==> src/rtl/hit_judge_if.sv <==
// Bundles the note, key and judgment signals shared between the sequencer side
// and the hit judge.
interface hit_judge_if #(
  parameter int LANES = 8
);
  logic             en;
  logic             tick;
  logic             note_valid;
  logic [LANES-1:0] note;
  logic [LANES-1:0] key;
  logic [LANES-1:0] lane_pending;
  logic             busy;
  logic             hit;
  logic             miss;
  logic [6:0]       score;
  logic [6:0]       combo;

  modport master (
    output en, tick, note_valid, note, key,
    input  lane_pending, busy, hit, miss, score, combo
  );

  modport slave (
    input  en, tick, note_valid, note, key,
    output lane_pending, busy, hit, miss, score, combo
  );
endinterface

==> src/rtl/hit_judge.sv <==
// Rhythm-game judge: synchronises and debounces the lane keys, then judges each
// note within a tick-counted window and keeps saturating score/combo counters.
module hit_judge #(
  parameter int LANES     = 8,
  parameter int WIN       = 4,
  parameter int DEB_CYC   = 4,
  parameter int SCORE_MAX = 99
) (
  input logic       CLK,
  input logic       RESETN,
  hit_judge_if.slave bus
);
  localparam int CNT_W = $clog2(DEB_CYC + 1);
  localparam int WIN_W = $clog2(WIN + 1);

  typedef enum logic {IDLE, OPEN} state_t;

  function automatic logic [6:0] sat_inc(input logic [6:0] v);
    if (v >= 7'(SCORE_MAX)) return 7'(SCORE_MAX);
    return v + 7'd1;
  endfunction

  logic [LANES-1:0] key_p0, key_p1, deb_p2, deb_d, press_p3;
  logic [CNT_W-1:0] deb_cnt [LANES];

  // Stages p0/p1: synchroniser; p2: debounced level; p3: rising-edge press pulse
  always_ff @(posedge CLK) begin
    if (!RESETN) begin
      key_p0   <= '0;
      key_p1   <= '0;
      deb_p2   <= '0;
      deb_d    <= '0;
      press_p3 <= '0;
      for (int i = 0; i < LANES; i++) deb_cnt[i] <= '0;
    end else begin
      key_p0 <= bus.key;
      key_p1 <= key_p0;
      for (int i = 0; i < LANES; i++) begin
        if (key_p1[i] == deb_p2[i]) begin
          deb_cnt[i] <= '0;
        end else if (deb_cnt[i] == CNT_W'(DEB_CYC)) begin
          deb_p2[i]  <= key_p1[i];
          deb_cnt[i] <= '0;
        end else begin
          deb_cnt[i] <= deb_cnt[i] + CNT_W'(1);
        end
      end
      deb_d    <= deb_p2;
      press_p3 <= deb_p2 & ~deb_d;
    end
  end

  state_t           state, state_n;
  logic [LANES-1:0] pend, pend_n;
  logic [WIN_W-1:0] win_cnt, win_n;
  logic             hit_r, hit_n, miss_r, miss_n, done;
  logic [6:0]       score_r, score_n, combo_r, combo_n;

  // Judgment stage: consumes press_p3, registers pulses and counters
  always_ff @(posedge CLK) begin
    if (!RESETN) begin
      state   <= IDLE;
      pend    <= '0;
      win_cnt <= '0;
      hit_r   <= 1'b0;
      miss_r  <= 1'b0;
      score_r <= '0;
      combo_r <= '0;
    end else begin
      state   <= state_n;
      pend    <= pend_n;
      win_cnt <= win_n;
      hit_r   <= hit_n;
      miss_r  <= miss_n;
      score_r <= score_n;
      combo_r <= combo_n;
    end
  end

  always_comb begin
    state_n = state;
    pend_n  = pend;
    win_n   = win_cnt;
    hit_n   = 1'b0;
    miss_n  = 1'b0;
    done    = 1'b0;
    score_n = score_r;
    combo_n = combo_r;
    if (!bus.en) begin
      state_n = IDLE;
      pend_n  = '0;
    end else begin
      case (state)
        IDLE: begin
          if (bus.note_valid && (bus.note != '0)) begin
            pend_n  = bus.note;
            win_n   = WIN_W'(WIN);
            state_n = OPEN;
          end
        end
        OPEN: begin
          if ((press_p3 & ~pend) != '0) begin
            miss_n = 1'b1;
            done   = 1'b1;
          end else if ((pend & ~press_p3) == '0) begin
            hit_n = 1'b1;
            done  = 1'b1;
          end else begin
            pend_n = pend & ~press_p3;
            // A new note arriving forces the current one to expire
            if (bus.note_valid || (bus.tick && (win_cnt == WIN_W'(1)))) begin
              miss_n = 1'b1;
              done   = 1'b1;
            end else if (bus.tick) begin
              win_n = win_cnt - WIN_W'(1);
            end
          end
          if (done) begin
            state_n = IDLE;
            pend_n  = '0;
          end
          if (bus.note_valid) begin
            if (bus.note != '0) begin
              pend_n  = bus.note;
              win_n   = WIN_W'(WIN);
              state_n = OPEN;
            end else begin
              pend_n  = '0;
              state_n = IDLE;
            end
          end
        end
        default: state_n = IDLE;
      endcase
    end
    if (hit_n) begin
      score_n = sat_inc(score_r);
      combo_n = sat_inc(combo_r);
    end
    if (miss_n) combo_n = '0;
  end

  assign bus.lane_pending = pend;
  assign bus.busy         = (state == OPEN);
  assign bus.hit          = hit_r;
  assign bus.miss         = miss_r;
  assign bus.score        = score_r;
  assign bus.combo        = combo_r;
endmodule

==> src/flat_wrapper.sv <==
// flat-port wrapper written by rule: the top's interface ports become plain ports
module hit_judge_flat 
#(
  parameter int LANES     = 8,
  parameter int WIN       = 4,
  parameter int DEB_CYC   = 4,
  parameter int SCORE_MAX = 99
)
  (CLK, RESETN, bus_en, bus_tick, bus_note_valid, bus_note, bus_key, bus_lane_pending, bus_busy, bus_hit, bus_miss, bus_score, bus_combo);
  hit_judge_if #(.LANES(LANES)) bus_i ();
  input logic CLK;
  input logic RESETN;
  input wire logic [$bits(bus_i.en)-1:0] bus_en;
  input wire logic [$bits(bus_i.tick)-1:0] bus_tick;
  input wire logic [$bits(bus_i.note_valid)-1:0] bus_note_valid;
  input wire logic [$bits(bus_i.note)-1:0] bus_note;
  input wire logic [$bits(bus_i.key)-1:0] bus_key;
  output wire logic [$bits(bus_i.lane_pending)-1:0] bus_lane_pending;
  output wire logic [$bits(bus_i.busy)-1:0] bus_busy;
  output wire logic [$bits(bus_i.hit)-1:0] bus_hit;
  output wire logic [$bits(bus_i.miss)-1:0] bus_miss;
  output wire logic [$bits(bus_i.score)-1:0] bus_score;
  output wire logic [$bits(bus_i.combo)-1:0] bus_combo;
  assign bus_i.en = bus_en;
  assign bus_i.tick = bus_tick;
  assign bus_i.note_valid = bus_note_valid;
  assign bus_i.note = bus_note;
  assign bus_i.key = bus_key;
  assign bus_lane_pending = bus_i.lane_pending;
  assign bus_busy = bus_i.busy;
  assign bus_hit = bus_i.hit;
  assign bus_miss = bus_i.miss;
  assign bus_score = bus_i.score;
  assign bus_combo = bus_i.combo;
  hit_judge #(.LANES(LANES), .WIN(WIN), .DEB_CYC(DEB_CYC), .SCORE_MAX(SCORE_MAX)) u_core (.CLK(CLK), .RESETN(RESETN), .bus(bus_i));
endmodule
==> config.mk <==
export PLATFORM = sky130hd
export DESIGN_NAME = hit_judge_flat
export DESIGN_NICKNAME = d
export VERILOG_FILES = /design/src/rtl/hit_judge_if.sv /design/src/rtl/hit_judge.sv /design/src/flat_wrapper.sv
export SDC_FILE = /design/constraint.sdc
export NUM_CORES = 1
export LEC_CHECK = 0
export ABC_AREA = 1
export CORE_MARGIN = 3
export CORE_UTILIZATION = 60
export CTS_BUF_LIST = sky130_fd_sc_hd__clkbuf_16
export DETAILED_ROUTE_END_ITERATION = 6
export HOLD_SLACK_MARGIN = 0.08
export PLACE_DENSITY = 0.91
export SETUP_SLACK_MARGIN = 0.5
export SLEW_MARGIN = 20
export SYNTH_ARGS = -nofsm -noshare
export SYNTH_HDL_FRONTEND = slang
export SYNTH_SLANG_ARGS = --single-unit
==> constraint.sdc <==
create_clock -name CLK -period 3 [get_ports CLK]
set_input_delay 0.3 -clock CLK [delete_from_list [all_inputs] [get_ports CLK]]
set_output_delay 0.3 -clock CLK [all_outputs]
set_load 0.02 [all_outputs]
==> impl_metrics.tcl, run 1 <==
set metrics [dict create \
    status "complete, no violations" \
    maxCapViolations 0 \
    syn_avg_cell_area_um2 8.07 \
    dp_hpwl_mm 5.67 \
    drt_iter0_drc 207 \
    rr_startpoint "u_core.bus.lane_pending[5]" \
    start_kind "primary input" \
    startpoint "bus_note_valid" \
    vdd_drop_max_uv 327 \
    crit_type "primary input to register" \
    grt_pass1_wl_mm 14.0 \
    synth_flop_cell "dfxtp_1" \
    cts_setup_buffers 0 \
    async_flop_share 0 \
    cts_buffers 9 \
    drc 0 \
    vias_per_cell 4.86 \
    p_int_mw 1.97 \
    gp_congestion 0.856 \
    cts_hold_buffers 0 \
    htreeDepth 3 \
    synth.top_cell.area_share 0.324 \
    r2r-end "u_core.bus.combo[2]" \
    diodes 0 \
    hold_violations 0 \
    cts_tree "done" \
    p_clk_frac 0.385 \
    synth-seq-cells 92 \
    cp_max_fo 18 \
    cp.arrival_ps 2130 \
    cts-root-buf "clkbuf_16" \
    clock.fmax_mhz 525 \
    wl_mm 8.30 \
    cp.required_ps 3230 \
    p_per_area_nw_per_um2 514 \
    stdcell_count 689 \
    comb_power_share 0.094 \
    whs_ps 390 \
    swShare 0.245 \
    hp-class "register to register" \
    start_util 0.640 \
    leakage_nw 2.36 \
    die_h_um 89.7 \
    antenna_found_initial 0 \
    routed-via-count 3350 \
    wire_per_inst_um 12.0 \
    tightest_slew_ps 566 \
    drv_slew 0 \
    ctsResizeCount 0 \
    syn_area_um2 4210 \
    synthDistinctLibCells 33 \
    drive_gt1_frac 0.0638 \
    dp_cells 673 \
    synth_area_leaders "dfxtp_1, edfxtp_1, nand2_1" \
    grt_overflow_total 0 \
    core.rowCount 29 \
    ys_warn_count 0 \
    clock_latency_ps 330 \
    drt_pass1_iterations 5 \
    clockBufferDepth 2 \
    io_buffers 45 \
    seqPwrFrac 0.521 \
    clk_pin_slew_ps 60 \
    ff2ff_setup_slack_ps 1200 \
    syn_inst 521 \
    synth_edf_count 24 \
    fin_util 0.773 \
    grt_usage 0.209 \
    synth_top_cell_by_area "dfxtp_1" \
    endpoint_kind "register" \
    min_period_over_period 0.635 \
    fin_skew_ps 4.21 \
    reg2reg_depth 11 \
    nets 632 \
    areaGrowthSynthToFinish_pct 20.7 \
    final.min_clock_period_ps 1910 \
    endpoint "u_core.win_cnt[1]" \
    worst_slew_margin_rel 0.621 \
    setup_tns_ps 0 \
    final_antenna_net_count 0 \
    p_switching_mw 0.640 \
    grt_start_max_net_pins 46 \
    ys_seq_area_frac 0.495 \
    die_area_um2 8050 \
    rsz0062_at_grt "no" \
    core_area_um2 6570 \
    setup_violations 0 \
    pin_count 46 \
    clkSinkCount 92 \
    grt_pass1_vias 3282 \
    die_w_um 89.7 \
]
[cells in the mapped netlist (2+ instances only)]
library cell,n
nand2_1,109
inv_1,86
nor2_1,69
dfxtp_1,68
a21oi_1,32
edfxtp_1,24
ha_1,20
o21ai_0,18
nand3_1,17
nor3_1,9
xor2_1,9
nand4_1,8
xnor2_1,8
inv_2,6
clkbuf_1,5
nor2_2,5
o211ai_1,4
a21oi_2,3
buf_2,3
nand3_2,3
nand2_4,2
o21ai_1,2
[layout make-up]
type | count | area [um^2]
repair buffers | 46 | 458
clock buffers | 9 | 225
inverters | 93 | 349
multi-input cells | 349 | 1810
well taps | 93 | 116
fillers | 432 | 1490
flip-flops and latches | 92 | 2080
clock inverters | 7 | 37.5
[critical path: stages]
cell and delay (ps):
clkdlybuf4s50_1 700, inv_1 140, nand2_1 60, inv_1 60, nand3_2 130, nor2_2 400
nand3_1 180, nor2_1 120, nor2_1 50
[routing by layer]
| metal | vias up | share of wire | global-route usage |
|---|---|---|---|
| met5 | - | 0 | 0 |
| li1 | 1737 | - | - |
| met2 | 97 | 0.50 | 0.361 |
| met4 | 0 | 0.016 | 0.0945 |
| met1 | 1502 | 0.43 | 0.243 |
| met3 | 14 | 0.059 | 0.0568 |
[kinds of logic (layout without fill, tap and decap cells)]
family,after synthesis,count (layout),share of synthesized area
AO/OA/AOI/OAI,62,62,0.0812
XOR/XNOR,17,17,0.0354
adder cells (fa/ha/maj),20,20,0.0595
buffers and inverters,103,155,0.0955
flip-flops,92,92,0.495
other,1,24,0.000892
AND/OR/NAND/NOR,226,226,0.232
[cell usage in the layout (no fill, tap or decap), types with 17 or more instances in the layout]
cell and instances:
clkdlybuf4s50_1 45, conb_1 24, edfxtp_1 24, nand3_1 17, nor2_1 69, ha_1 20
dfxtp_1 68, o21ai_0 18, inv_1 88, a21oi_1 32, nand2_1 109
[power groups by stage]
stage / Combinational (mW) / Sequential [mW] / Clock, mW
3_5_place_dp: 0.240 / 1.38 / 0
5_1_grt: 0.278 / 1.36 / 1.07
6_report: 0.247 / 1.36 / 1.00
2_1_floorplan: 0.168 / 1.38 / 0
3_3_place_gp: 0.231 / 1.38 / 0
4_1_cts: 0.245 / 1.36 / 1.02
[registers in the layout, indices dropped and copies added (netlist names), 3 cells and up]
register	cells
u_core.deb_cnt	24
u_core.win_cnt	3
u_core.bus.score	7
u_core.deb_p2	8
u_core.press_p3	8
u_core.deb_d	8
u_core.bus.lane_pending	8
u_core.key_p1	8
u_core.key_p0	8
u_core.bus.combo	7
[worst min-delay path by stage]
stage	depth (start not counted)	start	to	slack, ps
floorplan	1	u_core.deb_d[3]	u_core.press_p3[3]	370
global placement	1	u_core.deb_d[1]	u_core.press_p3[1]	370
detailed placement	1	u_core.deb_d[5]	u_core.press_p3[5]	380
CTS	1	u_core.deb_d[1]	u_core.press_p3[1]	390
global route	1	u_core.deb_d[1]	u_core.press_p3[1]	400
finish	1	u_core.deb_d[7]	u_core.press_p3[7]	390
[through the flow]
stage / setup slack, ps / area [um^2] / power [mW]
floorplan: 1540 / 4290 / 1.55
global placement: 860 / 4810 / 1.61
detailed placement: 797 / 4810 / 1.62
CTS: 1110 / 5080 / 2.62
global route: 852 / 5080 / 2.71
finish: 1090 / 5080 / 2.61
No activity file was read; power rests on OpenSTA's default activity.
==> run 2: changes to the inputs <==
--- a/config.mk
+++ b/config.mk
@@ -7,11 +7,11 @@
 export LEC_CHECK = 0
 export ABC_AREA = 1
 export CORE_MARGIN = 3
-export CORE_UTILIZATION = 60
+export CORE_UTILIZATION = 56
 export CTS_BUF_LIST = sky130_fd_sc_hd__clkbuf_16
 export DETAILED_ROUTE_END_ITERATION = 6
 export HOLD_SLACK_MARGIN = 0.08
-export PLACE_DENSITY = 0.91
+export PLACE_DENSITY = 0.86
 export SETUP_SLACK_MARGIN = 0.5
 export SLEW_MARGIN = 20
 export SYNTH_ARGS = -nofsm -noshare
==> constraint.sdc (replaced) <==
create_clock -name CLK -period 1.9 [get_ports CLK]
set_input_delay 0.19 -clock CLK [delete_from_list [all_inputs] [get_ports CLK]]
set_output_delay 0.19 -clock CLK [all_outputs]
set_load 0.02 [all_outputs]
==> impl_metrics.tcl, run 2 (synthesized netlist as in run 1, its figures left out) <==
set metrics [dict create \
    setup_violations 0 \
    start_kind "register" \
    gp_congestion 0.836 \
    layout_setup_ws_ps 391 \
    clock.fmax_mhz 662 \
    drive_gt1_frac 0.176 \
    grt_start_max_net_pins 46 \
    cts_hold_buffers 0 \
    nFillCells 527 \
    cp.arrival_ps 1740 \
    clk_pin_slew_ps 60 \
    final_cell_area_um2 5380 \
    largest_reg_flops 24 \
    cp_max_fo 4 \
    multi_input_comb_area_um2 1960 \
    clkSinkCount 92 \
    maxCapViolations 0 \
    min_period_over_period 0.794 \
    grt_pass1_vias 3418 \
    drc 0 \
    vdd_drop_max_uv 503 \
    final_antenna_net_count 0 \
    placed_area_um2 4880 \
    htreeDepth 3 \
    start_util 0.599 \
    dp_hpwl_mm 6.13 \
    grt_usage 0.216 \
    drt_pass1_iterations 6 \
    drv_slew 0 \
    die_h_um 92.7 \
    die_w_um 92.7 \
    register_area_um2 2110 \
    final.min_clock_period_ps 1510 \
    cts_tree "done" \
    core.rowCount 30 \
    grt_overflow_total 0 \
    leakage_nw 2.59 \
    areaGrowthSynthToFinish_pct 28.0 \
    dp_slack_ps 160 \
    die_area_um2 8580 \
    hold_violations 0 \
    largest-register "u_core.deb_cnt" \
    pin_count 46 \
    mostFrequentLayoutCells "nand2_1, inv_1, nor2_1" \
    vias_per_cell 5.07 \
    cts-root-buf "clkbuf_16" \
    io_buffers 45 \
    final_common_cell "nand2_1" \
    nets 645 \
    grt_pass1_wl_mm 14.8 \
    crit_type "register to register" \
    drt_iter0_drc 213 \
    setup_tns_ps 0 \
    rsz0062_at_grt "yes" \
    cp.required_ps 2130 \
    clock_latency_ps 340 \
    clockBufferDepth 2 \
    endpoint_kind "register" \
    diodes 0 \
    status "complete, no violations" \
    wl_mm 9.22 \
    core_area_um2 7020 \
    cts_buffers 9 \
    hp-class "register to register" \
    wire_per_inst_um 13.1 \
    routed-via-count 3574 \
    p_per_area_nw_per_um2 795 \
    fin_skew_ps 5.50 \
    antenna_found_initial 0 \
]
==> run 2: cell count changes in the layout (fill, tap and decap cells not counted), sizes merged <==
| cell | delta |
|---|---|
| dlymetal6s2s | +1 |
| clkdlybuf4s50 | -25 |
| dlygate4sd2 | +24 |
| buf | +13 |
| clkinv | +1 |
| clkinvlp | -1 |
==> run 2: repair_timing <==
action,4_1_cts,5_1_grt
resized for setup,58,36
buffers inserted,7,0
cloned,1,0
pin swaps,15,22
endpoints found under the setup margin,53,28
==> run 2: metrics by stage <==
stage	hold slack [ps]	cells	power, mW	utilization
final	374	705	4.28	0.767
after global routing	385	705	4.43	0.767
after CTS	377	705	4.27	0.754
after detailed placement	375	681	2.59	0.695
after global placement	373	681	2.57	0.695
after floorplan	288	544	2.45	-
==> run 2: where the power goes <==
part           switching, mW  internal, mW
Combinational          0.289         0.219
Sequential            0.0590          2.09
Clock                  0.740         0.882
==> run 2: cell type report <==
| class | instances | area share |
|---|---|---|
| timing repair buffer | 59 | 0.105 |
| tap | 96 | 0.0223 |
| multi-input combinational | 349 | 0.364 |
| clock inverter | 7 | 0.00767 |
| sequential | 92 | 0.393 |
| inverter | 93 | 0.0660 |
| clock buffer | 9 | 0.0419 |
==> run 2: final timing paths <==
check                                                start                  to  slack (ps)  depth (start not counted)
worst max-delay path            u_core.bus.lane_pending[7]   u_core.win_cnt[0]         390                         11
worst min-delay path                       u_core.deb_d[2]  u_core.press_p3[2]         370                          1
worst max register to register  u_core.bus.lane_pending[7]   u_core.win_cnt[0]         390                         11
worst min register to register             u_core.deb_d[2]  u_core.press_p3[2]         370                          1
==> run 2: worst max-delay path, stage by stage (launching register included) <==
cell and delay, ps:
dfxtp_2 370, inv_1 60, nand2_1 70, nand2_2 60
nor2_4 100, buf_4 130, nand3_4 110, nor2_4 190
buf_6 120, nand4_1 70, nand2_1 90, nor2_1 40
==> run 2: per-layer routing <==
metal / track usage / vias up / routed length [um]
met5: 0 / - / 0
met1: 0.242 / 1640 / 3730
li1: - / 1782 / -
met4: 0.0940 / 0 / 214
met3: 0.0463 / 26 / 574
met2: 0.393 / 126 / 4700
==> run 3: changes to the inputs <==
--- a/config.mk
+++ b/config.mk
@@ -7,11 +7,11 @@
 export LEC_CHECK = 0
 export ABC_AREA = 1
 export CORE_MARGIN = 3
-export CORE_UTILIZATION = 56
+export CORE_UTILIZATION = 51
 export CTS_BUF_LIST = sky130_fd_sc_hd__clkbuf_16
 export DETAILED_ROUTE_END_ITERATION = 6
 export HOLD_SLACK_MARGIN = 0.08
-export PLACE_DENSITY = 0.86
+export PLACE_DENSITY = 0.83
 export SETUP_SLACK_MARGIN = 0.5
 export SLEW_MARGIN = 20
 export SYNTH_ARGS = -nofsm -noshare
==> constraint.sdc (replaced) <==
create_clock -name CLK -period 1.3 [get_ports CLK]
set_input_delay 0.13 -clock CLK [delete_from_list [all_inputs] [get_ports CLK]]
set_output_delay 0.13 -clock CLK [all_outputs]
set_load 0.02 [all_outputs]
==> impl_metrics.tcl, run 3 (synthesized netlist as in run 1, its figures left out) <==
set metrics [dict create \
    status "finished with violations" \
    violations "setup timing" \
    die_area_um2 9370 \
    cts_buffers 9 \
    maxCapViolations 0 \
    die_h_um 96.8 \
    setup_violations 30 \
    cp.required_ps 1540 \
    hold_violations 0 \
    cts_tree "done" \
    mostFrequentLayoutCells "nand2_1, inv_1, buf_4" \
    grt_usage 0.210 \
    wire_per_inst_um 15.5 \
    vias_per_cell 5.09 \
    clk_pin_slew_ps 70 \
    drc 0 \
    cp.arrival_ps 1930 \
    crit_buf_inv 2 \
    crit_type "register to register" \
    drive_gt1_frac 0.400 \
    grt_pass1_wl_mm 16.2 \
    drt_pass1_iterations 4 \
    dp_slack_ps -382 \
    largest-register "u_core.deb_cnt" \
    clock_latency_ps 340 \
    start_kind "register" \
    areaGrowthSynthToFinish_pct 50.3 \
    htreeDepth 3 \
    cp_max_fo 5 \
    grt_start_max_net_pins 23 \
    nets 701 \
    start_util 0.536 \
    whs_ps 320 \
    final.min_clock_period_ps 1690 \
    max_stage_delay_ps 350 \
    fin_skew_ps 5.84 \
    final_cell_area_um2 6320 \
    clock.fmax_mhz 590 \
    drv_slew 0 \
    io_buffers 45 \
    gp_congestion 0.914 \
    final_common_cell "nand2_1" \
    core_area_um2 7850 \
    crit_path_cell_trace "inv_1, nand2_2, nand2_1, nor2_1, nand2_2, nor2_4, buf_6, nand3_2, xor2_1, nor2_1" \
    cts-root-buf "clkbuf_16" \
    nFillCells 429 \
    core.rowCount 32 \
    cts_hold_buffers 0 \
    clockBufferDepth 2 \
    hp-class "primary input to register" \
    placed_area_um2 5280 \
    largest_reg_flops 24 \
    diodes 0 \
    grt_pass1_vias 3765 \
    drt_iter0_drc 295 \
    path_delay_family "simple AND/OR/NAND/NOR gates" \
    dp_hpwl_mm 6.38 \
    endpoint_kind "register" \
    pin_count 46 \
    fin_util 0.805 \
    die_w_um 96.8 \
    layout_setup_ws_ps -394 \
    grt_overflow_total 0 \
    final_antenna_net_count 0 \
    multi_input_comb_area_um2 2290 \
    min_period_over_period 1.30 \
    rsz0062_at_grt "yes" \
    register_area_um2 2150 \
    p_per_area_nw_per_um2 1070 \
    routed-via-count 3906 \
    vdd_drop_max_uv 893 \
    clkSinkCount 92 \
    antenna_found_initial 0 \
    wl_mm 11.9 \
    cp_slowest_cell "dfxtp_1" \
    leakage_nw 2.89 \
]
-- run 3: changes by cell type in the layout (fill, tap and decap cells not counted), sizes merged --
cell           before  now
buf                14   94
bufinv              0    1
clkdlybuf4s15       0    1
clkdlybuf4s50      20   19
clkinv              6    2
clkinvlp            0    2
dlygate4sd2        24    1
dlymetal6s2s        1    0
inv                94   95
-- run 3: timing repair --
item / 4_1_cts / 5_1_grt
endpoints found under the setup margin: 113 / 85
gates resized for setup: 192 / 100
setup buffers: 12 / 13
pin swaps: 26 / 23
-- run 3: through the flow --
step | TNS, ps | power [mW] | instances
finish | -7280 | 6.77 | 767
global route | -8580 | 7.00 | 767
CTS | -3650 | 6.55 | 754
detailed placement | -7280 | 3.91 | 726
global placement | -6230 | 3.87 | 726
floorplan | -92.5 | 3.60 | 544
-- run 3: path summary, 6_finish.rpt --
| kind | start | endpoint | slack (ps) | depth (start not counted) |
|---|---|---|---|---|
| worst max-delay path | u_core.press_p3[0] | u_core.bus.score[3] | -390 | 10 |
| worst min-delay path | bus_key[6] | u_core.key_p0[6] | 320 | 3 |
| worst max register to register | u_core.press_p3[0] | u_core.bus.score[3] | -390 | 10 |
| worst min register to register | u_core.deb_d[2] | u_core.press_p3[2] | 380 | 1 |
-- run 3: report_power, final --
group	switching [mW]	total (mW)	leakage [nW]	internal (mW)
registers	0.104	3.14	0.820	3.04
logic	0.528	0.998	1.92	0.469
clock network	1.13	2.63	0.144	1.50
total	1.76	6.77	2.89	5.01
-- run 3: area by class of cell --
class | count | share of cell area
inverter | 93 | 0.0560
clock buffer | 9 | 0.0356
tap | 102 | 0.0202
sequential | 92 | 0.340
timing repair buffer | 115 | 0.174
clock inverter | 7 | 0.0119
multi-input combinational | 349 | 0.362
-- run 3: worst reg2reg max path: stages (launching register included) --
cell	delay [ps]
dfxtp_1	350
inv_1	70
nand2_2	80
nand2_1	80
nor2_1	150
nand2_2	120
nor2_4	180
buf_6	140
nand3_2	60
xor2_1	160
nor2_1	200
-- run 3: routing by layer --
| metal | part of all wire | vias to the layer above | track usage |
|---|---|---|---|
| met3 | 0.045 | 44 | 0.0534 |
| li1 | - | 1881 | - |
| met5 | 0 | - | 0 |
| met4 | 0.038 | 0 | 0.0875 |
| met1 | 0.37 | 1835 | 0.218 |
| met2 | 0.55 | 146 | 0.395 |
==> edit (config.mk and constraints of run 3) <==
`DEB_CYC` is set to 4 in 2 places; all go to 8.
--- a/src/rtl/hit_judge.sv
+++ b/src/rtl/hit_judge.sv
@@ -3,7 +3,7 @@
 module hit_judge #(
   parameter int LANES     = 8,
   parameter int WIN       = 4,
-  parameter int DEB_CYC   = 4,
+  parameter int DEB_CYC   = 8,
   parameter int SCORE_MAX = 99
 ) (
   input logic       CLK,
--- a/src/flat_wrapper.sv
+++ b/src/flat_wrapper.sv
@@ -3,7 +3,7 @@
 #(
   parameter int LANES     = 8,
   parameter int WIN       = 4,
-  parameter int DEB_CYC   = 4,
+  parameter int DEB_CYC   = 8,
   parameter int SCORE_MAX = 99
 )
   (CLK, RESETN, bus_en, bus_tick, bus_note_valid, bus_note, bus_key, bus_lane_pending, bus_busy, bus_hit, bus_miss, bus_score, bus_combo);
Check against the original RTL: not equivalent (Yosys sat finds a counterexample within 10 cycles, from zero or initial values and one cycle with RESETN low).
==> edit against run 3 <==
- the run still ends with negative setup slack left
- power grew 9.2%
- clock skew is 0.0092 ns higher
- wire length up 42%
- synthesized area grew 8.7%
- design area grew 14%
- worst setup slack worse by 0.065 ns
- sequential cell count grew 8
- largest cell class unchanged
- largest power group unchanged
- highest routed layer unchanged
==> edit: results (changes against run 3) <==
Worst hold path
  • Worst Hold Launch: bus_key[0]

STA
  • # setup viols final: 57 (+90%)
  • Setup_tns: -13.81 ns (-6.52 ns)
  • Post-route setup slack: -0.459 ns (-0.0651 ns)

Outcome
  • Violated checks: negative setup slack
  • Run status: finished with violations

Setup path
  • Arr. time, crit path: 2.04 ns (+0.11 ns)
  • Worst-path cell with the longest stage delay: dfxtp_4
  • R2R cell count: 11 (+1)
  • Worst path max stage delay: 0.40 ns (+0.05 ns)

Detailed routing
  • DR WL met3: 1500 um (+180%)
  • DRT iter0 DRCs: 544 (+84%)
  • Routed wl met2: 8310 um (+27%)
  • Vias/cell: 5.68 (+11%)
  • Router iterations before antenna repair: 5 (+1)
  • Vias: 4905 (+26%)
  • Routed WL: 16900 um (+42%)
  • M1 WL: 5940 um (+36%)

Synthesis
  • Unique masters post-synth: 32 (-3.0%)
  • Xor and xnor area share after synthesis: 4.02% (+0.48 points)
  • Leading cell types by count after synthesis: inv_1 (100), nor2_1 (96), nand2_1 (95), dfxtp_1 (68), edfxtp_1 (32)
  • Largest cells by area after synthesis: dfxtp_1 (30%), edfxtp_1 (21%), inv_1 (8.2%), nor2_1 (7.9%), nand2_1 (7.8%)
  • Post-Synth Adder-Cell Area: 5.47% (-0.48 points)

Place
  • Pre-CTS setup slack: -0.414 ns (-0.0322 ns)
  • Cell Area, Placed: 5860 um^2 (+11%)
  • Inst Count DP: 804 (+11%)
  • Post-DP HPWL: 7490 um (+17%)

CTS
  • Post_cts resized: 238 (+24%)
  • Skew-Pair Late Insertion Delay: 0.36 ns (+0.02 ns)

Global routing
  • Largest net degree at the start of global routing: 20 (-13%)

Final layout
  • Largest register FFs: 32 (+33%)
  • Fillers: 415 (-3.3%)
  • Total Nets Final: 795 (+13%)

Power and ir drop
  • Clk pwr: 2.83 mW (+7.6%)
  • Overall Power: 7.39 mW (+9.2%)
-- edit: worst paths after layout --
| path | end | slack [ns] |
|---|---|---|
| setup / recovery | u_core.bus.combo[6]$_SDFFE_PP0P_ | -0.46 |
| hold / removal | u_core.key_p0[0]$_SDFF_PN0_ | 0.30 |
| setup reg to reg | u_core.bus.combo[6]$_SDFFE_PP0P_ | -0.46 |
| hold reg to reg | u_core.press_p3[5]$_SDFF_PN0_ | 0.39 |
-- edit: area by class of cell --
cell class / instances / area (um^2) / share of cell area, %
clock buffer: 10 / 250 / 3.48
clock inverter: 6 / 60.1 / 0.835
inverter: 103 / 399 / 5.55
multi-input combinational: 379 / 2430 / 33.8
sequential: 100 / 2400 / 33.4
tap: 105 / 131 / 1.83
timing repair buffer: 161 / 1520 / 21.1
-- edit: per-layer routing --
metal	up-vias	track usage (%)
li1	2120	-
met1	2303	27.6
met2	350	46.4
met3	132	5.05
met4	0	10.4
met5	-	0
